### src/rtl/fetch_stage_if.sv
// Fetch-stage bus: instruction-memory read port plus the f_* bundle handed to decode_reg.
// The master side is the fetch stage; the slave side is memory/decode.
interface fetch_stage_if;
    logic [63:0] imem_addr;
    logic [79:0] imem_bytes;
    logic        imem_err;
    logic [2:0]  f_stat;
    logic [3:0]  f_icode;
    logic [3:0]  f_ifun;
    logic [3:0]  f_rA;
    logic [3:0]  f_rB;
    logic [63:0] f_valC;
    logic [63:0] f_valP;
    logic [63:0] F_predPC;
    logic        f_halted;

    modport master (
        output imem_addr, f_stat, f_icode, f_ifun, f_rA, f_rB, f_valC, f_valP, F_predPC, f_halted,
        input  imem_bytes, imem_err
    );

    modport slave (
        input  imem_addr, f_stat, f_icode, f_ifun, f_rA, f_rB, f_valC, f_valP, F_predPC, f_halted,
        output imem_bytes, imem_err
    );
endinterface

### src/rtl/fetch_stage.sv
// Y86-64 fetch stage: PC select, instruction split, valP/predPC, RUN/HALTED issue FSM.
// Optional FETCH_PERF_EN macro adds perf_fetched_o / perf_stalls_o event counters.
module fetch_stage #(
    parameter logic [63:0] RESET_PC  = 64'h0,
    parameter int unsigned IMEM_SIZE = 4096
) (
    input  logic        clk,
    input  logic        reset,
    input  logic        F_stall_i,
    input  logic [3:0]  M_icode_i,
    input  logic        M_Cnd_i,
    input  logic [63:0] M_valA_i,
    input  logic [3:0]  W_icode_i,
    input  logic [63:0] W_valM_i,
`ifdef FETCH_PERF_EN
    output logic [31:0] perf_fetched_o,
    output logic [31:0] perf_stalls_o,
`endif
    fetch_stage_if.master fif
);
    typedef enum logic [0:0] {ST_RUN = 1'b0, ST_HALTED = 1'b1} state_e;

    localparam logic [2:0]  STAT_AOK   = 3'd1;
    localparam logic [2:0]  STAT_HLT   = 3'd2;
    localparam logic [2:0]  STAT_ADR   = 3'd3;
    localparam logic [2:0]  STAT_INS   = 3'd4;
    localparam logic [3:0]  REG_NONE   = 4'hF;
    localparam logic [64:0] IMEM_LIMIT = 65'(IMEM_SIZE);

    state_e      state_q, state_d;
    logic [63:0] pred_pc_q, pred_pc_d;

    logic        redirect_m_s, redirect_w_s, redirect_s;
    logic [63:0] f_pc_s;
    logic [3:0]  raw_icode_s, raw_ifun_s;
    logic        need_regids_s, need_valc_s;
    logic [3:0]  len_s;
    logic [64:0] end_addr_s;
    logic [2:0]  stat_s;
    logic [3:0]  icode_s, ra_s, rb_s;
    logic [63:0] valc_s, valp_s, pred_next_s;
    logic        bubble_s;

    // Fetch PC selection: M-stage mispredict outranks W-stage ret.
    always_comb begin
        redirect_m_s = (M_icode_i == 4'h7) && !M_Cnd_i;
        redirect_w_s = (W_icode_i == 4'h9);
        redirect_s   = redirect_m_s || redirect_w_s;
        if (redirect_m_s) begin
            f_pc_s = M_valA_i;
        end else if (redirect_w_s) begin
            f_pc_s = W_valM_i;
        end else begin
            f_pc_s = pred_pc_q;
        end
    end

    // Instruction split, length, status and predicted next PC of the raw fetch.
    always_comb begin
        raw_icode_s = fif.imem_bytes[7:4];
        raw_ifun_s  = fif.imem_bytes[3:0];
        case (raw_icode_s)
            4'h2, 4'h3, 4'h4, 4'h5, 4'h6, 4'hA, 4'hB: need_regids_s = 1'b1;
            default:                                  need_regids_s = 1'b0;
        endcase
        case (raw_icode_s)
            4'h3, 4'h4, 4'h5, 4'h7, 4'h8: need_valc_s = 1'b1;
            default:                      need_valc_s = 1'b0;
        endcase
        len_s      = 4'd1 + {3'd0, need_regids_s} + (need_valc_s ? 4'd8 : 4'd0);
        end_addr_s = {1'b0, f_pc_s} + {61'd0, len_s};

        // Bounds check on the 65-bit sum so a PC near 2^64 cannot wrap past it.
        icode_s = raw_icode_s;
        valp_s  = f_pc_s + {60'd0, len_s};
        if (need_regids_s) begin
            ra_s   = fif.imem_bytes[15:12];
            rb_s   = fif.imem_bytes[11:8];
            valc_s = need_valc_s ? fif.imem_bytes[79:16] : 64'd0;
        end else begin
            ra_s   = REG_NONE;
            rb_s   = REG_NONE;
            valc_s = need_valc_s ? fif.imem_bytes[71:8] : 64'd0;
        end

        if (fif.imem_err || (end_addr_s > IMEM_LIMIT)) begin
            stat_s = STAT_ADR;
        end else if (raw_icode_s > 4'hB) begin
            stat_s = STAT_INS;
            valp_s = f_pc_s + 64'd1;
        end else if (raw_icode_s == 4'h0) begin
            stat_s = STAT_HLT;
        end else begin
            stat_s = STAT_AOK;
        end

        if ((stat_s == STAT_ADR) || (stat_s == STAT_INS)) begin
            icode_s = 4'h1;
            ra_s    = REG_NONE;
            rb_s    = REG_NONE;
            valc_s  = 64'd0;
        end else begin
            icode_s = raw_icode_s;
        end

        if (stat_s != STAT_AOK) begin
            pred_next_s = f_pc_s;
        end else if ((raw_icode_s == 4'h7) || (raw_icode_s == 4'h8)) begin
            pred_next_s = valc_s;
        end else begin
            pred_next_s = valp_s;
        end
    end

    // Output bundle: bubble during reset or while halted with no redirect pending.
    always_comb begin
        bubble_s      = reset || ((state_q == ST_HALTED) && !redirect_s);
        fif.imem_addr = f_pc_s;
        fif.F_predPC  = pred_pc_q;
        fif.f_halted  = (state_q == ST_HALTED);
        if (bubble_s) begin
            fif.f_stat  = STAT_AOK;
            fif.f_icode = 4'h1;
            fif.f_ifun  = 4'h0;
            fif.f_rA    = REG_NONE;
            fif.f_rB    = REG_NONE;
            fif.f_valC  = 64'd0;
            fif.f_valP  = reset ? RESET_PC : pred_pc_q;
        end else begin
            fif.f_stat  = stat_s;
            fif.f_icode = icode_s;
            fif.f_ifun  = raw_ifun_s;
            fif.f_rA    = ra_s;
            fif.f_rB    = rb_s;
            fif.f_valC  = valc_s;
            fif.f_valP  = valp_s;
        end
    end

    // Issue FSM next state and predicted-PC update.
    always_comb begin
        state_d   = state_q;
        pred_pc_d = pred_pc_q;
        if (F_stall_i) begin
            state_d   = state_q;
            pred_pc_d = pred_pc_q;
        end else begin
            case (state_q)
                ST_RUN: begin
                    pred_pc_d = pred_next_s;
                    state_d   = (stat_s != STAT_AOK) ? ST_HALTED : ST_RUN;
                end
                ST_HALTED: begin
                    if (redirect_s) begin
                        state_d   = ST_RUN;
                        pred_pc_d = pred_next_s;
                    end else begin
                        state_d   = ST_HALTED;
                        pred_pc_d = pred_pc_q;
                    end
                end
                default: begin
                    state_d   = ST_RUN;
                    pred_pc_d = pred_pc_q;
                end
            endcase
        end
    end

    // F pipeline register and FSM state; reset overrides stall and redirect.
    always_ff @(posedge clk) begin
        if (reset) begin
            state_q   <= ST_RUN;
            pred_pc_q <= RESET_PC;
        end else begin
            state_q   <= state_d;
            pred_pc_q <= pred_pc_d;
        end
    end

`ifdef FETCH_PERF_EN
    logic [31:0] perf_fetched_q, perf_stalls_q;

    // Free-running event counters, wrapping at 2^32.
    always_ff @(posedge clk) begin
        if (reset) begin
            perf_fetched_q <= 32'd0;
            perf_stalls_q  <= 32'd0;
        end else begin
            if (F_stall_i) begin
                perf_stalls_q <= perf_stalls_q + 32'd1;
            end else if (state_q == ST_RUN) begin
                perf_fetched_q <= perf_fetched_q + 32'd1;
            end
        end
    end

    assign perf_fetched_o = perf_fetched_q;
    assign perf_stalls_o  = perf_stalls_q;
`endif
endmodule

### src/flat_wrapper.sv
// flat-port wrapper written by rule: the top's interface ports become plain ports
module fetch_stage_flat 
#(
    parameter logic [63:0] RESET_PC  = 64'h0,
    parameter int unsigned IMEM_SIZE = 4096
)
  (clk, reset, F_stall_i, M_icode_i, M_Cnd_i, M_valA_i, W_icode_i, W_valM_i, fif_imem_addr, fif_f_stat, fif_f_icode, fif_f_ifun, fif_f_rA, fif_f_rB, fif_f_valC, fif_f_valP, fif_F_predPC, fif_f_halted, fif_imem_bytes, fif_imem_err);
  fetch_stage_if fif_i ();
  input  logic clk;
  input  logic reset;
  input  logic F_stall_i;
  input  logic [3:0] M_icode_i;
  input  logic M_Cnd_i;
  input  logic [63:0] M_valA_i;
  input  logic [3:0] W_icode_i;
  input  logic [63:0] W_valM_i;
  output wire logic [$bits(fif_i.imem_addr)-1:0] fif_imem_addr;
  output wire logic [$bits(fif_i.f_stat)-1:0] fif_f_stat;
  output wire logic [$bits(fif_i.f_icode)-1:0] fif_f_icode;
  output wire logic [$bits(fif_i.f_ifun)-1:0] fif_f_ifun;
  output wire logic [$bits(fif_i.f_rA)-1:0] fif_f_rA;
  output wire logic [$bits(fif_i.f_rB)-1:0] fif_f_rB;
  output wire logic [$bits(fif_i.f_valC)-1:0] fif_f_valC;
  output wire logic [$bits(fif_i.f_valP)-1:0] fif_f_valP;
  output wire logic [$bits(fif_i.F_predPC)-1:0] fif_F_predPC;
  output wire logic [$bits(fif_i.f_halted)-1:0] fif_f_halted;
  input wire logic [$bits(fif_i.imem_bytes)-1:0] fif_imem_bytes;
  input wire logic [$bits(fif_i.imem_err)-1:0] fif_imem_err;
  assign fif_imem_addr = fif_i.imem_addr;
  assign fif_f_stat = fif_i.f_stat;
  assign fif_f_icode = fif_i.f_icode;
  assign fif_f_ifun = fif_i.f_ifun;
  assign fif_f_rA = fif_i.f_rA;
  assign fif_f_rB = fif_i.f_rB;
  assign fif_f_valC = fif_i.f_valC;
  assign fif_f_valP = fif_i.f_valP;
  assign fif_F_predPC = fif_i.F_predPC;
  assign fif_f_halted = fif_i.f_halted;
  assign fif_i.imem_bytes = fif_imem_bytes;
  assign fif_i.imem_err = fif_imem_err;
  fetch_stage #(.RESET_PC(RESET_PC), .IMEM_SIZE(IMEM_SIZE)) u_core (.clk(clk), .reset(reset), .F_stall_i(F_stall_i), .M_icode_i(M_icode_i), .M_Cnd_i(M_Cnd_i), .M_valA_i(M_valA_i), .W_icode_i(W_icode_i), .W_valM_i(W_valM_i), .fif(fif_i));
endmodule
### config.mk
export PLATFORM = sky130hd
export DESIGN_NAME = fetch_stage_flat
export DESIGN_NICKNAME = d
export VERILOG_FILES = /design/src/rtl/fetch_stage_if.sv /design/src/rtl/fetch_stage.sv /design/src/flat_wrapper.sv
export SDC_FILE = /design/constraint.sdc
export NUM_CORES = 1
export LEC_CHECK = 0
export ABC_AREA = 1
export BUFFER_PORTS_ARGS = -buffer_cell sky130_fd_sc_hd__buf_2
export CAP_MARGIN = 40
export CELL_PAD_IN_SITES_DETAIL_PLACEMENT = 1
export CELL_PAD_IN_SITES_GLOBAL_PLACEMENT = 2
export CORE_ASPECT_RATIO = 1.5
export CORE_UTILIZATION = 24
export CTS_CLUSTER_SIZE = 8
export DETAILED_ROUTE_END_ITERATION = 10
export GPL_TIMING_DRIVEN = 0
export PLACE_DENSITY = 0.95
export REMOVE_ABC_BUFFERS = 1
export SYNTH_ARGS = -nofsm -noshare
export SYNTH_HDL_FRONTEND = slang
export SYNTH_SLANG_ARGS = --single-unit
### constraint.sdc
create_clock -name clk -period 7.1 [get_ports clk]
set_input_delay 0.355 -clock clk [delete_from_list [all_inputs] [get_ports clk]]
set_output_delay 0.355 -clock clk [all_outputs]
set_load 0.1 [all_outputs]
---- Word-level counts from Yosys, hierarchy flattened ----
Cells that the tools add are included.
operators by class
  reductions and logical operators ........ 13
  equality and inequality tests ........... 15
  order comparisons ....................... 2
  $add $sub $neg .......................... 5
  bitwise operators ....................... 2
  mux-type cells .......................... 34
operators with widths
  cell                                                                                number
  64-bit 2-to-1 mux                                                                   14
  64-bit one-hot mux with 2 select lines                                              1
  64-bit by 4-bit adder with 65-bit output                                            1
  65-bit by 13-bit greater-than comparator with 1-bit output (second input constant)  1
  64-bit by 1-bit adder with 64-bit output (second input constant)                    1
  64-bit by 4-bit adder with 64-bit output                                            1
  4-bit 2-to-1 mux                                                                    10
  4-bit by 3-bit equality test with 1-bit output (second input constant)              5
  4-bit equality test (second input constant)                                         4
  3-bit 2-to-1 mux                                                                    3
  4-bit by 2-bit equality test with 1-bit output (second input constant)              2
  7-bit OR reduction                                                                  1
  1-bit logical OR                                                                    5
  5-bit OR reduction                                                                  1
  4-bit adder                                                                         1
  4-bit greater-than comparator (second input constant)                               1
  4-bit logical NOT                                                                   1
  1-bit 2-to-1 mux                                                                    4
  3-bit by 2-bit equality test with 1-bit output (second input constant)              1
  3-bit equality test (second input constant)                                         1
  3-bit by 1-bit inequality test with 1-bit output (second input constant)            1
  1-bit by 1-bit adder with 2-bit output (first input constant)                       1
  1-bit logical AND                                                                   2
  1-bit logical NOT                                                                   2
  other kinds (5)                                                                     6
storage, ports and cells
  logic and storage cells ................. 73
  input bits .............................. 221
  flip-flop bits (word level) ............. 65

---- Logic depth before layout (Yosys ltp) ----
Gate-level depths: netlist of run 1.
  word-level depth ........................ 16
  depth in mapped cells ................... 37

---- Least setup slack after synthesis of run 1 ----
OpenSTA, ideal clock, no wires.
  path type ............................... input port to output port
  start point ............................. input M_icode_i[1]
  end point ............................... output fif_f_valC[26]
  stages .................................. 31
  required time ........................... 6.745 ns
  data arrival time ....................... 9.260 ns
  slack ................................... -2.515 ns
  path through ............................ nand2_1 -> nor2_1 -> nand2_2 -> buf_6 -> buf_6 -> buf_6 -> buf_6 -> clkbuf_1 -> buf_2 -> o21ai_0 -> ha_1 -> inv_1 -> nor2_1 -> nand3_1 -> nand2_1 -> nand2_1 -> nor2_1 -> nand2_1 -> nor2_2 -> nand4_1 -> nand2_1 -> nand2_1 -> nor2_1 -> nand2_1 -> nor2_2 -> inv_2 -> nor2_8 -> nand2_4 -> buf_4 -> buf_2 -> nor4_1
on the way
  cells in the longest elaborated chain, start to end .. 11
RTL lines
  what                                                                                   line                source
  from (decl)                                                                            flat_wrapper.sv:12  input logic [3:0] M_icode_i;
  4-bit by 3-bit equality test with 1-bit output (*)                                     fetch_stage.sv:46   redirect_m_s = (M_icode_i == 4'h7) && !M_Cnd_i;
  1-bit logical AND (*)                                                                  fetch_stage.sv:46
  64-bit 2-to-1 mux (*)                                                                  fetch_stage.sv:49   if (redirect_m_s) begin
  named net fif_imem_addr[3]                                                             flat_wrapper.sv:17  output wire logic [$bits(fif_i.imem_addr)-1:0] fif_imem_addr;
  64-bit by 4-bit adder with 65-bit output (*)                                           fetch_stage.sv:71   end_addr_s = {1'b0, f_pc_s} + {61'd0, len_s};
  65-bit by 13-bit greater-than comparator with 1-bit output (*)                         fetch_stage.sv:86   if (fif.imem_err || (end_addr_s > IMEM_LIMIT)) begin
  1-bit logical OR (*)                                                                   fetch_stage.sv:86
  3-bit 2-to-1 mux (*)                                                                   fetch_stage.sv:86
  3-bit by 2-bit equality test with 1-bit output or 3-bit equality test (tied branches)  fetch_stage.sv:97   if ((stat_s == STAT_ADR) || (stat_s == STAT_INS)) begin
  1-bit logical OR (*)                                                                   fetch_stage.sv:97
  64-bit 2-to-1 mux (*)                                                                  fetch_stage.sv:97
  64-bit 2-to-1 mux (*)                                                                  fetch_stage.sv:121  if (bubble_s) begin
  to (decl)                                                                              flat_wrapper.sv:23  output wire logic [$bits(fif_i.f_valC)-1:0] fif_f_valC;
Mark *: on every way through the listed nets, which the timed path passes. The rest lies on a longest branch.

---- Final worst setup path of run 1 ----
  start point ............................. input M_icode_i[1]
  end point ............................... output fif_f_valC[16]
on the way
  cells in the longest elaborated chain, start to end .. 11
RTL lines
  what                                                                                   line
  4-bit by 3-bit equality test with 1-bit output (*)                                     fetch_stage.sv:46
  1-bit logical AND (*)                                                                  fetch_stage.sv:46
  64-bit 2-to-1 mux                                                                      fetch_stage.sv:49
  64-bit by 4-bit adder with 65-bit output                                               fetch_stage.sv:71
  65-bit by 13-bit greater-than comparator with 1-bit output                             fetch_stage.sv:86
  1-bit logical OR                                                                       fetch_stage.sv:86
  3-bit 2-to-1 mux                                                                       fetch_stage.sv:86
  3-bit by 2-bit equality test with 1-bit output or 3-bit equality test (tied branches)  fetch_stage.sv:97
  1-bit logical OR                                                                       fetch_stage.sv:97
  64-bit 2-to-1 mux                                                                      fetch_stage.sv:97
  64-bit 2-to-1 mux (*)                                                                  fetch_stage.sv:121
Every way passes the cells marked *; elsewhere a longest branch is shown, timed or not.

==> impl_results.rst, run 1 <==
.. list-table::
   :header-rows: 1

   * - Metric
     - Value
   * - Number of antenna violations at the first check in global routing
     - 8
   * - Pwr/cell area
     - 155 nW/µm²
   * - CP Capture Type
     - output port
   * - Final period util
     - approximately 100%
   * - Commonest cells in the synthesized netlist
     - sky130_fd_sc_hd__nand2_1, sky130_fd_sc_hd__nor2_1, sky130_fd_sc_hd__inv_1, sky130_fd_sc_hd__nand3_1, sky130_fd_sc_hd__o21ai_0
   * - Crit start category
     - primary input
   * - Routed len/inst
     - between 20 and 25 µm
   * - Proportion of netlist area held by the largest area contributor
     - ~28%
   * - Flop and latch count out of synthesis
     - between 60 and 70
   * - Std-Cell Core Area
     - about 50000 µm²
   * - DRC violation count after routing
     - 0
   * - Routability congestion estimate from global placement
     - approximately 1
   * - Total routing resource utilization after global routing
     - roughly a third
   * - Maximum clock skew at final layout
     - 0.0143 ns
   * - Hold endpoint
     - u_core.fif.f_halted
   * - Clock power frac
     - 18.7%
   * - Synthesized cell area
     - 12100 µm²
   * - Relative slew margins
     - between 30 and 40%
   * - Clock root buffer master
     - sky130_fd_sc_hd__clkbuf_16
   * - Number of synthesized flops with an enable pin
     - 0
   * - Setup repair after global routing missed its margin
     - no
   * - Final hold violation count
     - 0
   * - Status
     - complete, no violations
   * - Max Slew Vio Count
     - 0
   * - Ranking of synthesized cells by area
     - sky130_fd_sc_hd__nand2_1, sky130_fd_sc_hd__dfxtp_1, sky130_fd_sc_hd__nand3_1
   * - CP Data Arrival Time
     - ~6.7 ns
   * - Count of buffer and inverter cells on the critical path
     - 7
   * - Total design power
     - around 0.0025 W
   * - Cell mode on critical path
     - sky130_fd_sc_hd__nand2_1
   * - Endpoint of the worst-slack reg-to-reg timing path
     - u_core.fif.F_predPC[27]
   * - Die Span Y
     - 277 µm
   * - Mean Syn Cell Area
     - roughly 5.0 µm²
   * - Count leader, synth
     - sky130_fd_sc_hd__nand2_1
   * - Starting density of the core
     - 24.4%
   * - Share of final-layout standard cells stronger than drive strength 1
     - between 20% and 30%
   * - Max H-tree Level
     - 3
   * - Path depth of the worst reg2reg path
     - 25
   * - Number of antenna-violating nets in the routed design
     - 0
   * - Yosys warning count
     - 0
   * - Worst Path Required
     - roughly 6.7 ns
   * - Number of buffers added by the clock tree synthesis step
     - 9
   * - Vias in the first global route
     - roughly 18000
   * - Routed wire length
     - ~84 mm
   * - Sum of negative setup slack
     - 0 ns
   * - Boundary pin count
     - 497
   * - Met3 Routed Length
     - around 4.5 mm
   * - Final core utilization
     - between 30% and 40%
   * - Switching Fraction
     - 61.8%
   * - Number of instances in the synthesized netlist
     - between 2000 and 2500
   * - Combinational group share of total power
     - about 64%
   * - Internal Dissipation
     - 0.000945 W
   * - Worst-case vdd ir drop
     - between 0.1 and 0.15 mV
   * - Buffers added on ports
     - between 400 and 500
   * - Slowest stage delay, CP
     - about 0.43 ns
   * - Clock buffer depth
     - 2
   * - Seq/Total Area, Yosys
     - between 10% and 20%
   * - Number of sinks on the clock net
     - 65
   * - Layout area overhead
     - 31.5%
   * - Startpoint of the worst register-to-register path
     - u_core.fif.F_predPC[0]
   * - Sum of met2 wire segment lengths after detailed routing
     - approximately 42 mm
   * - Class of the most critical hold timing path
     - in2reg
   * - Cell with the largest stage delay on the worst path
     - sky130_fd_sc_hd__fa_1
   * - Setup slack on the worst flop-to-flop path
     - 0.88 ns
   * - Launch point of the worst hold path
     - F_stall_i
   * - Via total after detailed routing
     - between 15000 and 20000
   * - Fmax achieved
     - 142 MHz
   * - Site Rows
     - 100
   * - Worst-path fanout max
     - 140
   * - Later-pin clock latency in the skew report
     - 0.39 ns
   * - Seq pwr share
     - roughly 17%
   * - Time the worst path needs with I/O delays and setup
     - ~7 ns
   * - Half-perimeter wire length after detailed placement
     - between 60 and 70 mm
   * - Topmost layer with routed signal wires
     - met4
   * - WS Path Type
     - in2out
   * - Netlist cell types
     - between 40 and 50
   * - Number of DRC markers after the initial detailed-route iteration
     - ~1100
   * - Overflow left after global routing
     - 0
   * - Top FF cell, synth
     - sky130_fd_sc_hd__dfxtp_1
   * - Layout net count
     - approximately 3100
   * - Share of flip-flops with an asynchronous set or reset after synthesis
     - 0%
   * - CTS tree
     - done
   * - Area of the die
     - slightly above 50000 µm²
   * - Cell type group with the largest total delay on the critical path
     - simple AND/OR/NAND/NOR gates
   * - Global-route wire length before repair
     - around 120 mm
   * - Final setup violation count
     - 0
   * - Pin slew with the least headroom to its limit
     - between 0.9 and 1 ns
   * - Maximum number of pins on one net before global-route repair
     - about 140
   * - M1 wire length
     - ~33 mm
   * - Clk pin slew, worst setup/hold paths
     - roughly 0.05 ns
   * - Number of fillers in the final layout
     - between 7000 and 8000
   * - Sw Pwr
     - 0.00153 W
   * - Dominant cell type by area after synthesis
     - sky130_fd_sc_hd__nand2_1
   * - First-pass detailed-route iteration total
     - 6
   * - Horizontal die dimension
     - 186 µm
   * - Max-cap check violation count
     - 0
   * - Number of vias per cell after detailed routing
     - 5.27
   * - Number of cells on the worst hold path
     - 2
   * - Standby leakage power
     - between 8 and 9 nW
area by class of cell:
type / instances / area (µm²) / share of cell area [%]
multi-input combinational: 1981 / 9280 / 58.2
timing repair buffer: 543 / 3260 / 20.4
sequential: 65 / 1300 / 8.16
inverter: 256 / 1000 / 6.30
tap: 663 / 830 / 5.20
clock buffer: 14 / 264 / 1.66
antenna: 6 / 15.0 / 0.0941
registers in the layout, summed over array words and instances (netlist names):
| name | count |
|---|---|
| u_core.fif.F_predPC | 64 |
| u_core.fif.f_halted | 1 |
repair_timing:
item	in CTS	in global routing
pin swaps	5	1
resized for setup	29	23
gates cloned	3	1
hold buffers	0	0
endpoints found under the setup margin	112	118
buffers inserted	12	8
worst max path at each step:
stage          depth (start not counted)               from        endpoint
2_1_floorplan                         21  fif_imem_bytes[5]   fif_f_valC[0]
3_3_place_gp                          25  fif_imem_bytes[5]  fif_f_valC[34]
3_5_place_dp                          30       W_icode_i[1]  fif_f_valC[34]
4_1_cts                               34  fif_imem_bytes[6]  fif_f_valC[29]
5_1_grt                               33       M_icode_i[1]  fif_f_valC[28]
6_report                              30       M_icode_i[1]  fif_f_valC[16]
power by group through the flow:
stage                     Combinational [W]  Sequential, W  Clock [W]
after floorplan                    0.000910       0.000610          0
after global placement              0.00153       0.000426          0
after detailed placement            0.00156       0.000426          0
after CTS                           0.00158       0.000419   0.000461
after global routing                0.00167       0.000422   0.000470
final                               0.00159       0.000419   0.000462
through the flow:
step / cell area, µm² / setup slack, ns / std cells / hold slack, ns
final: 16000 / 0.0544 / 3528 / 0.253
after global routing: 16000 / 0.00548 / 3528 / 0.272
after floorplan: 11400 / -6.18 / 2298 / 0.424
after CTS: 15800 / 0.00567 / 3512 / 0.247
after global placement: 14700 / -12.80 / 3457 / 0.469
after detailed placement: 15300 / -1.40 / 3483 / 0.473
layout by cell type (no fill, tap or decap), types with 3 or more instances in the layout:
| master | n |
|---|---|
| sky130_fd_sc_hd__nand2_1 | 909 |
| sky130_fd_sc_hd__ha_1 | 4 |
| sky130_fd_sc_hd__diode_2 | 6 |
| sky130_fd_sc_hd__a21oi_1 | 71 |
| sky130_fd_sc_hd__buf_4 | 36 |
| sky130_fd_sc_hd__inv_2 | 10 |
| sky130_fd_sc_hd__buf_2 | 475 |
| sky130_fd_sc_hd__nor2_2 | 24 |
| sky130_fd_sc_hd__nand3b_1 | 25 |
| sky130_fd_sc_hd__buf_8 | 3 |
| sky130_fd_sc_hd__inv_1 | 236 |
| sky130_fd_sc_hd__nand2_2 | 16 |
| sky130_fd_sc_hd__nor4_1 | 33 |
| sky130_fd_sc_hd__o21ai_0 | 207 |
| sky130_fd_sc_hd__clkbuf_16 | 9 |
| sky130_fd_sc_hd__nand2_8 | 3 |
| sky130_fd_sc_hd__buf_6 | 4 |
| sky130_fd_sc_hd__nand3_1 | 230 |
| sky130_fd_sc_hd__buf_16 | 10 |
| sky130_fd_sc_hd__o211ai_1 | 5 |
| sky130_fd_sc_hd__nor3_1 | 7 |
| sky130_fd_sc_hd__xor2_1 | 26 |
| sky130_fd_sc_hd__or2_2 | 33 |
| sky130_fd_sc_hd__nand2_4 | 3 |
| sky130_fd_sc_hd__nand4_1 | 41 |
| sky130_fd_sc_hd__o21ai_1 | 3 |
| sky130_fd_sc_hd__clkbuf_4 | 3 |
| sky130_fd_sc_hd__buf_12 | 11 |
| sky130_fd_sc_hd__o311ai_0 | 10 |
| sky130_fd_sc_hd__nor2_1 | 235 |
| sky130_fd_sc_hd__a31oi_1 | 23 |
| sky130_fd_sc_hd__dfxtp_1 | 65 |
| sky130_fd_sc_hd__clkbuf_1 | 3 |
| sky130_fd_sc_hd__nor2_4 | 14 |
| sky130_fd_sc_hd__clkinv_1 | 4 |
| sky130_fd_sc_hd__o22ai_1 | 36 |
layer usage:
layer / GRT usage, % / vias to the layer above
met1: 35.9 / 8896
met5: 0 / -
met3: 4.27 / 218
met4: 19.0 / 0
li1: - / 8728
met2: 56.6 / 733
worst reg2reg max path, stage by stage, from the launching register on:
cell	delay [ns]
sky130_fd_sc_hd__dfxtp_1	0.36
sky130_fd_sc_hd__inv_1	0.09
sky130_fd_sc_hd__nand2_1	0.07
sky130_fd_sc_hd__o211ai_1	0.09
sky130_fd_sc_hd__nand2_1	0.27
sky130_fd_sc_hd__ha_1	0.26
sky130_fd_sc_hd__inv_1	0.09
sky130_fd_sc_hd__fa_1	0.43
sky130_fd_sc_hd__nor2_1	0.13
sky130_fd_sc_hd__nand3_1	0.15
sky130_fd_sc_hd__a21oi_2	0.30
sky130_fd_sc_hd__nand2_1	0.25
sky130_fd_sc_hd__nor3_1	0.29
sky130_fd_sc_hd__nand2_1	0.26
sky130_fd_sc_hd__xor2_1	0.21
sky130_fd_sc_hd__nor2_1	0.20
sky130_fd_sc_hd__nand2_1	0.13
sky130_fd_sc_hd__nor2_2	0.21
sky130_fd_sc_hd__nand3_2	0.23
sky130_fd_sc_hd__nor2_8	0.24
sky130_fd_sc_hd__buf_4	0.19
sky130_fd_sc_hd__buf_4	0.16
sky130_fd_sc_hd__nand2_4	0.29
sky130_fd_sc_hd__a21oi_4	0.74
sky130_fd_sc_hd__nand2_1	0.32
sky130_fd_sc_hd__a21oi_1	0.18
cells by family (layout without fill, tap and decap cells):
| group | count (synthesis) | after routing | share of synthesized area, % |
|---|---|---|---|
| and+or+nand+nor | 1576 | 1579 | 55.9 |
| buffers and inverters | 402 | 813 | 14.2 |
| AOI/OAI and AO/OA | 370 | 371 | 16.7 |
| DFF | 65 | 65 | 10.7 |
| xor gates and xnor gates | 26 | 26 | 1.88 |
| adders and majority gates | 5 | 5 | 0.578 |
| other | 0 | 6 | 0 |
Note: power is estimated with default switching activity, not from simulation.
==> inputs of run 2 (changes only) <==
--- a/config.mk
+++ b/config.mk
@@ -15,7 +15,7 @@
 export CTS_CLUSTER_SIZE = 8
 export DETAILED_ROUTE_END_ITERATION = 10
 export GPL_TIMING_DRIVEN = 0
-export PLACE_DENSITY = 0.95
+export PLACE_DENSITY_LB_ADDON = 0.2
 export REMOVE_ABC_BUFFERS = 1
 export SYNTH_ARGS = -nofsm -noshare
 export SYNTH_HDL_FRONTEND = slang
==> run 2 against run 1 <==
  * Clock power up 7.6%
  * First-iteration DRC count down 7.8%
  * Sequential share of layout area down 0.090 points
  * Critical path type unchanged
==> impl_results.rst, run 2 (synthesis gave the netlist of run 1 again) <==
.. list-table::
   :header-rows: 1

   * - Metric
     - Value
   * - Clock root buffer master
     - sky130_fd_sc_hd__clkbuf_16
   * - Setup slack on the worst flop-to-flop path
     - roughly 1.2 ns
   * - WS Path Type
     - in2out
   * - Final core utilization
     - between 30% and 40%
   * - Number of cells on the worst hold path
     - 2
   * - Number of buffers added by the clock tree synthesis step
     - 9
   * - Worst-case vdd ir drop
     - ~0.13 mV
   * - DRC violation count after routing
     - 0
   * - Std-Cell Core Area
     - about 50000 µm²
   * - Maximum clock skew at final layout
     - ~0.011 ns
   * - Cell mode on critical path
     - sky130_fd_sc_hd__nand2_1
   * - Layout area overhead
     - 32.9%
   * - Tightest hold margin
     - 0.242 ns
   * - Routed wire length
     - roughly 89 mm
   * - Vias in the first global route
     - around 19000
   * - Internal Dissipation
     - just under 0.001 W
   * - Share of final-layout standard cells stronger than drive strength 1
     - between 20% and 30%
   * - Number of DRC markers after the initial detailed-route iteration
     - 1005
   * - Launch point of the worst hold path
     - F_stall_i
   * - Startpoint of the worst register-to-register path
     - u_core.fif.F_predPC[0]
   * - Horizontal die dimension
     - ~190 µm
   * - Routed len/inst
     - between 20 and 30 µm
   * - # placed instances
     - 3485
   * - Fmax achieved
     - roughly 150 MHz
   * - Max H-tree Level
     - 3
   * - Crit start category
     - primary input
   * - Number of antenna-violating nets in the routed design
     - 0
   * - Seq pwr share
     - 16.6%
   * - Finished Cell Area
     - 16100 µm²
   * - CTS tree
     - done
   * - Number of vias per cell after detailed routing
     - between 5 and 6
   * - Sum of negative setup slack
     - 0 ns
   * - Final hold violation count
     - 0
   * - Later-pin clock latency in the skew report
     - about 0.38 ns
   * - Die Span Y
     - 277 µm
   * - Relative slew margins
     - about two fifths
   * - Total routing resource utilization after global routing
     - 33.6%
   * - Path depth of the worst reg2reg path
     - 28
   * - Largest register FFs
     - 64
   * - Sw Pwr
     - between 0.0015 and 0.002 W
   * - Commonest cells after routing, fill and taps aside
     - sky130_fd_sc_hd__nand2_1, sky130_fd_sc_hd__buf_2, sky130_fd_sc_hd__inv_1
   * - Half-perimeter wire length after detailed placement
     - between 60 and 70 mm
   * - Starting density of the core
     - 24.4%
   * - Pwr/cell area
     - about 160 nW/µm²
   * - Clock buffer depth
     - 2
   * - Final period util
     - 96.2%
   * - Worst-path fanout max
     - 31
   * - Max Slew Vio Count
     - 0
   * - Overflow left after global routing
     - 0
   * - Time the worst path needs with I/O delays and setup
     - around 7 ns
   * - Number of antenna violations at the first check in global routing
     - 4
   * - Endpoint of the worst-slack reg-to-reg timing path
     - u_core.fif.F_predPC[62]
   * - Slowest stage delay, CP
     - 0.43 ns
   * - Boundary pin count
     - 497
   * - Hold buffers post-CTS
     - 0
   * - Non-filler instance count after layout
     - about 3500
   * - Combinational group share of total power
     - a little under two thirds
   * - First-pass detailed-route iteration total
     - 5
   * - Clock power frac
     - between 15 and 20%
   * - Standby leakage power
     - around 8 nW
   * - Switching Fraction
     - between 60% and 70%
   * - Maximum number of pins on one net before global-route repair
     - 80
   * - Status
     - complete, no violations
   * - Pin slew with the least headroom to its limit
     - between 0.9 and 1 ns
   * - Via total after detailed routing
     - 18562
   * - CP Data Arrival Time
     - 6.48 ns
   * - Worst Path Required
     - ~6.7 ns
   * - Cell with the largest stage delay on the worst path
     - sky130_fd_sc_hd__fa_1
   * - Area of the die
     - around 50000 µm²
   * - Routability congestion estimate from global placement
     - around 0.96
   * - Class of the most critical hold timing path
     - in2reg
   * - CP Capture Type
     - output port
   * - Layout net count
     - between 3000 and 4000
   * - Site Rows
     - 100
   * - Max-cap check violation count
     - 0
   * - Worst setup path start
     - fif_imem_bytes[6]
   * - Clk pin slew, worst setup/hold paths
     - about 0.070 ns
   * - Hold endpoint
     - u_core.fif.f_halted
   * - Total placed instance area
     - ~15000 µm²
   * - Number of sinks on the clock net
     - 65
   * - Global-route wire length before repair
     - 126 mm
   * - Final setup violation count
     - 0
   * - Buffers added on ports
     - a little under 500
   * - Most common cell after layout, fill and taps aside
     - sky130_fd_sc_hd__nand2_1
## run 2: cell types whose count changed in the layout (fill, tap and decap cells not counted), moves of 4 or more
cell,before,now
sky130_fd_sc_hd__nor2_4,14,20
sky130_fd_sc_hd__buf_4,36,31
sky130_fd_sc_hd__buf_2,475,479
sky130_fd_sc_hd__nand2_4,3,7
sky130_fd_sc_hd__nor2_1,235,231
## run 2: metal layers
| metal | part of all wire, % | up-vias | GRT usage [%] | routed length [µm] |
|---|---|---|---|---|
| met5 | 0.011 | - | 0 | 10 |
| met4 | 5.2 | 2 | 16.3 | 4620 |
| met3 | 4.3 | 163 | 3.39 | 3870 |
| met2 | 52 | 600 | 62.1 | 46300 |
| met1 | 39 | 9067 | 37.7 | 34300 |
| li1 | - | 8730 | - | - |
## run 2: critical path, delay by kind of cell
| kind | cells | cell delay [ns] |
|---|---|---|
| AO/OA/AOI/OAI | 1 | 0.23 |
| adder cells (fa/ha/maj) | 2 | 0.69 |
| buffers and inverters | 10 | 1.79 |
| AND/OR/NAND/NOR | 20 | 3.28 |
## run 2: what timing repair did
action,in CTS,in global routing
endpoints found under the setup margin,157,79
pin swaps,8,6
gates cloned,5,2
buffers inserted,14,6
gates resized for setup,50,17
## run 2: power groups by stage
stage	Combinational (W)	Sequential [W]	Clock, W
finish	0.00160	0.000418	0.000497
global route	0.00168	0.000421	0.000510
CTS	0.00159	0.000417	0.000500
detailed placement	0.00157	0.000425	0
global placement	0.00153	0.000425	0
floorplan	0.000910	0.000610	0
## run 2: through the flow
| stage | total power, W | setup WS [ns] |
|---|---|---|
| 2_1_floorplan | 0.00152 | -6.18 |
| 3_3_place_gp | 0.00195 | -13.07 |
| 3_5_place_dp | 0.00200 | -2.03 |
| 4_1_cts | 0.00251 | 0.00177 |
| 5_1_grt | 0.00261 | -0.0225 |
| 6_report | 0.00251 | 0.269 |
## run 2: area by class of cell
type,instances,area [µm²]
Fill cell,7033,33700
Multi-Input combinational cell,1983,9390
Timing Repair Buffer,545,3330
Sequential cell,65,1300
Inverter,256,996
Tap cell,663,830
Clock buffer,11,233
Clock inverter,4,45.0
Antenna cell,3,7.51
## run 2: how the worst max path moves through the flow
stage | end | slack, ns | cells past startpoint
6_report | fif_f_valC[62] | 0.27 | 33
5_1_grt | fif_f_valC[36] | -0.02 | 33
4_1_cts | fif_f_valC[27] | 0.002 | 33
3_5_place_dp | fif_f_valC[27] | -2.03 | 31
3_3_place_gp | fif_f_valC[27] | -13.07 | 25
2_1_floorplan | fif_f_valC[0] | -6.18 | 21
==> inputs of run 3 (changes only) <==
--- a/config.mk
+++ b/config.mk
@@ -11,6 +11,7 @@
 export CELL_PAD_IN_SITES_DETAIL_PLACEMENT = 1
 export CELL_PAD_IN_SITES_GLOBAL_PLACEMENT = 2
 export CORE_ASPECT_RATIO = 1.5
+export CORE_MARGIN = 2
 export CORE_UTILIZATION = 24
 export CTS_CLUSTER_SIZE = 8
 export DETAILED_ROUTE_END_ITERATION = 10
==> run 3 against run 2 <==
  * First-iteration DRC count is 9.2% lower
  * Critical endpoint is now fif_f_valC[34]
  * Clock power is 3% higher
  * Largest cell class unchanged
  * Critical path type unchanged
  * Final cell count hardly changed
  * Non-clock buffer count is 4 lower
  * Power is 0.27% higher
==> impl_results.rst, run 3 (synthesis gave the netlist of run 1 again) <==
.. list-table::
   :header-rows: 1

   * - Metric
     - Value
   * - Status
     - complete, no violations
   * - Layout net count
     - between 3000 and 4000
   * - Clk pin slew, worst setup/hold paths
     - ~0.07 ns
   * - Layout area overhead
     - 33.1%
   * - Relative slew margins
     - between 30 and 40%
   * - Pwr/cell area
     - 156 nW/µm²
   * - Switching Fraction
     - 61.4%
   * - Cell mode on critical path
     - sky130_fd_sc_hd__nand2_1
   * - Sequential cell area
     - between 1000 and 1500 µm²
   * - Tightest hold margin
     - 0.237 ns
   * - Combinational group share of total power
     - around 63%
   * - Class of the most critical hold timing path
     - in2reg
   * - Sw Pwr
     - approximately 0.0015 W
   * - Horizontal die dimension
     - about 190 µm
   * - Std-Cell Core Area
     - about 50000 µm²
   * - Number of antenna-violating nets in the routed design
     - 0
   * - Global Route met3 Usage
     - roughly 3.2%
   * - Setup slack on the worst flop-to-flop path
     - ~1.2 ns
   * - Largest register FFs
     - between 60 and 70
   * - First-pass detailed-route iteration total
     - 5
   * - Worst-case vdd ir drop
     - 0.128 mV
   * - Buffers added on ports
     - between 400 and 500
   * - Share of final-layout standard cells stronger than drive strength 1
     - roughly a quarter
   * - Seq pwr share
     - between 10% and 20%
   * - Via total after detailed routing
     - roughly 18000
   * - Number of vias per cell after detailed routing
     - around 5.2
   * - Max Slew Vio Count
     - 0
   * - Non-filler instance count after layout
     - ~3500
   * - Number of fillers in the final layout
     - about 7100
   * - Number of antenna violations at the first check in global routing
     - 6
   * - Internal Dissipation
     - roughly 0.00097 W
   * - Starting density of the core
     - about a quarter
   * - Commonest cells after routing, fill and taps aside
     - sky130_fd_sc_hd__nand2_1, sky130_fd_sc_hd__buf_2, sky130_fd_sc_hd__nor2_1
   * - Standby leakage power
     - approximately 8 nW
   * - Half-perimeter wire length after detailed placement
     - 67.9 mm
   * - Number of cells on the worst hold path
     - 2
   * - Path depth of the worst reg2reg path
     - 28
   * - Pin slew with the least headroom to its limit
     - a little over 0.9 ns
   * - Maximum clock skew at final layout
     - between 0.008 and 0.009 ns
   * - Final setup violation count
     - 0
   * - Most congested layer reported by global routing
     - met2
   * - Worst-path fanout max
     - 42
   * - CTS tree
     - done
   * - Hold buffers post-CTS
     - 0
   * - Site Rows
     - 100
   * - Met2 GRT Util
     - 59.9%
   * - CP Capture Type
     - output port
   * - # placed instances
     - ~3500
   * - Cell with the largest stage delay on the worst path
     - sky130_fd_sc_hd__fa_1
   * - Max-cap check violation count
     - 0
   * - Area of the die
     - 52400 µm²
   * - Clock root buffer master
     - sky130_fd_sc_hd__clkbuf_16
   * - Combined area of the multi-input logic cells
     - roughly 9300 µm²
   * - Number of sinks on the clock net
     - 65
   * - DRC violation count after routing
     - 0
   * - Fmax achieved
     - about 150 MHz
   * - Final hold violation count
     - 0
   * - Worst setup path start
     - fif_imem_bytes[6]
   * - Overflow left after global routing
     - 0
   * - Total routing resource utilization after global routing
     - 31.7%
   * - Worst Path Required
     - 6.74 ns
   * - Later-pin clock latency in the skew report
     - between 0.3 and 0.4 ns
   * - Clock buffer depth
     - 2
   * - Routed len/inst
     - 24.5 µm
   * - Routed wire length
     - approximately 87 mm
   * - Crit start category
     - primary input
   * - Launch point of the worst hold path
     - F_stall_i
   * - CP Data Arrival Time
     - around 6.4 ns
   * - Time the worst path needs with I/O delays and setup
     - approximately 6.8 ns
   * - Startpoint of the worst register-to-register path
     - u_core.fif.F_predPC[0]
   * - Clock power frac
     - 20.4%
   * - Setup repair after global routing missed its margin
     - no
   * - WS Path Type
     - in2out
   * - Boundary pin count
     - ~500
   * - Global-route wire length before repair
     - roughly 120 mm
   * - Number of DRC markers after the initial detailed-route iteration
     - 913
   * - Vias in the first global route
     - between 15000 and 20000
   * - Number of buffers added by the clock tree synthesis step
     - 9
   * - GR met1 Demand/Resource
     - between 30% and 40%
   * - Maximum number of pins on one net before global-route repair
     - between 100 and 150
   * - Max H-tree Level
     - 3
   * - Final period util
     - between 90% and 100%
   * - Die Span Y
     - 279 µm
   * - Routability congestion estimate from global placement
     - around 0.94
   * - Slowest stage delay, CP
     - ~0.44 ns
   * - Most common cell after layout, fill and taps aside
     - sky130_fd_sc_hd__nand2_1
run 3: changes by cell type in the layout (fill, tap and decap cells not counted), sizes merged:
cell      previous run  this run
inv                249       247
diode                3         7
bufbuf               1         0
nor2               274       275
nand2              934       932
clkinvlp             1         3
clkinv               9        10
clkbuf              11        32
buf                544       520
o21ai              214       213
run 3: power groups by stage:
stage | Sequential [W] | Clock, W | Combinational, W
after floorplan | 0.000610 | 0 | 0.000910
after global placement | 0.000425 | 0 | 0.00153
after detailed placement | 0.000426 | 0 | 0.00157
final | 0.000418 | 0.000513 | 0.00159
after CTS | 0.000418 | 0.000517 | 0.00158
after global routing | 0.000421 | 0.000526 | 0.00168
run 3: path summary, 6_finish.rpt:
| path | end |
|---|---|
| setup reg to reg | u_core.fif.F_predPC[62] |
| hold / removal | u_core.fif.f_halted |
| hold reg to reg | u_core.fif.F_predPC[11] |
| setup / recovery | fif_f_valC[34] |
run 3: metrics by stage:
stage / cell area [µm²] / setup TNS [ns] / util, % / power [W] / setup slack [ns]
after floorplan: 11400 / -871.16 / - / 0.00152 / -6.18
after CTS: 15800 / 0 / 31.8 / 0.00252 / 0.00732
after detailed placement: 15300 / -120.32 / 30.7 / 0.00200 / -1.66
after global placement: 14700 / -2368.62 / 29.5 / 0.00195 / -12.79
final: 16100 / 0 / 32.4 / 0.00252 / 0.328
after global routing: 16100 / 0 / 32.4 / 0.00262 / 0.0306
run 3: layout make-up:
cell class | instances | area share [%]
clock buffer | 11 | 1.50
inverter | 256 | 6.10
sequential | 65 | 8.06
antenna | 7 | 0.109
tap | 663 | 5.14
multi-input combinational | 1981 | 57.8
clock inverter | 5 | 0.341
timing repair buffer | 541 | 20.9
run 3: timing repair:
action                     in CTS  in global routing
pin swaps                       6                  5
resized for setup              36                 51
setup endpoints to repair     130                107
buffers inserted                8                  9
cloned                          2                  2
run 3: critical path: cells and delay by family:
family	cells	cell delay (ns)
AND/OR/NAND/NOR	20	3.51
AO/OA/AOI/OAI	1	0.18
buffers and inverters	9	1.55
adder cells (fa/ha/maj)	2	0.70
run 3: layer usage:
metal / vias to the layer above / routed length [µm]
met5: - / 13
met1: 8900 / 33700
li1: 8740 / -
met3: 149 / 3570
met2: 575 / 45100
met4: 2 / 4180
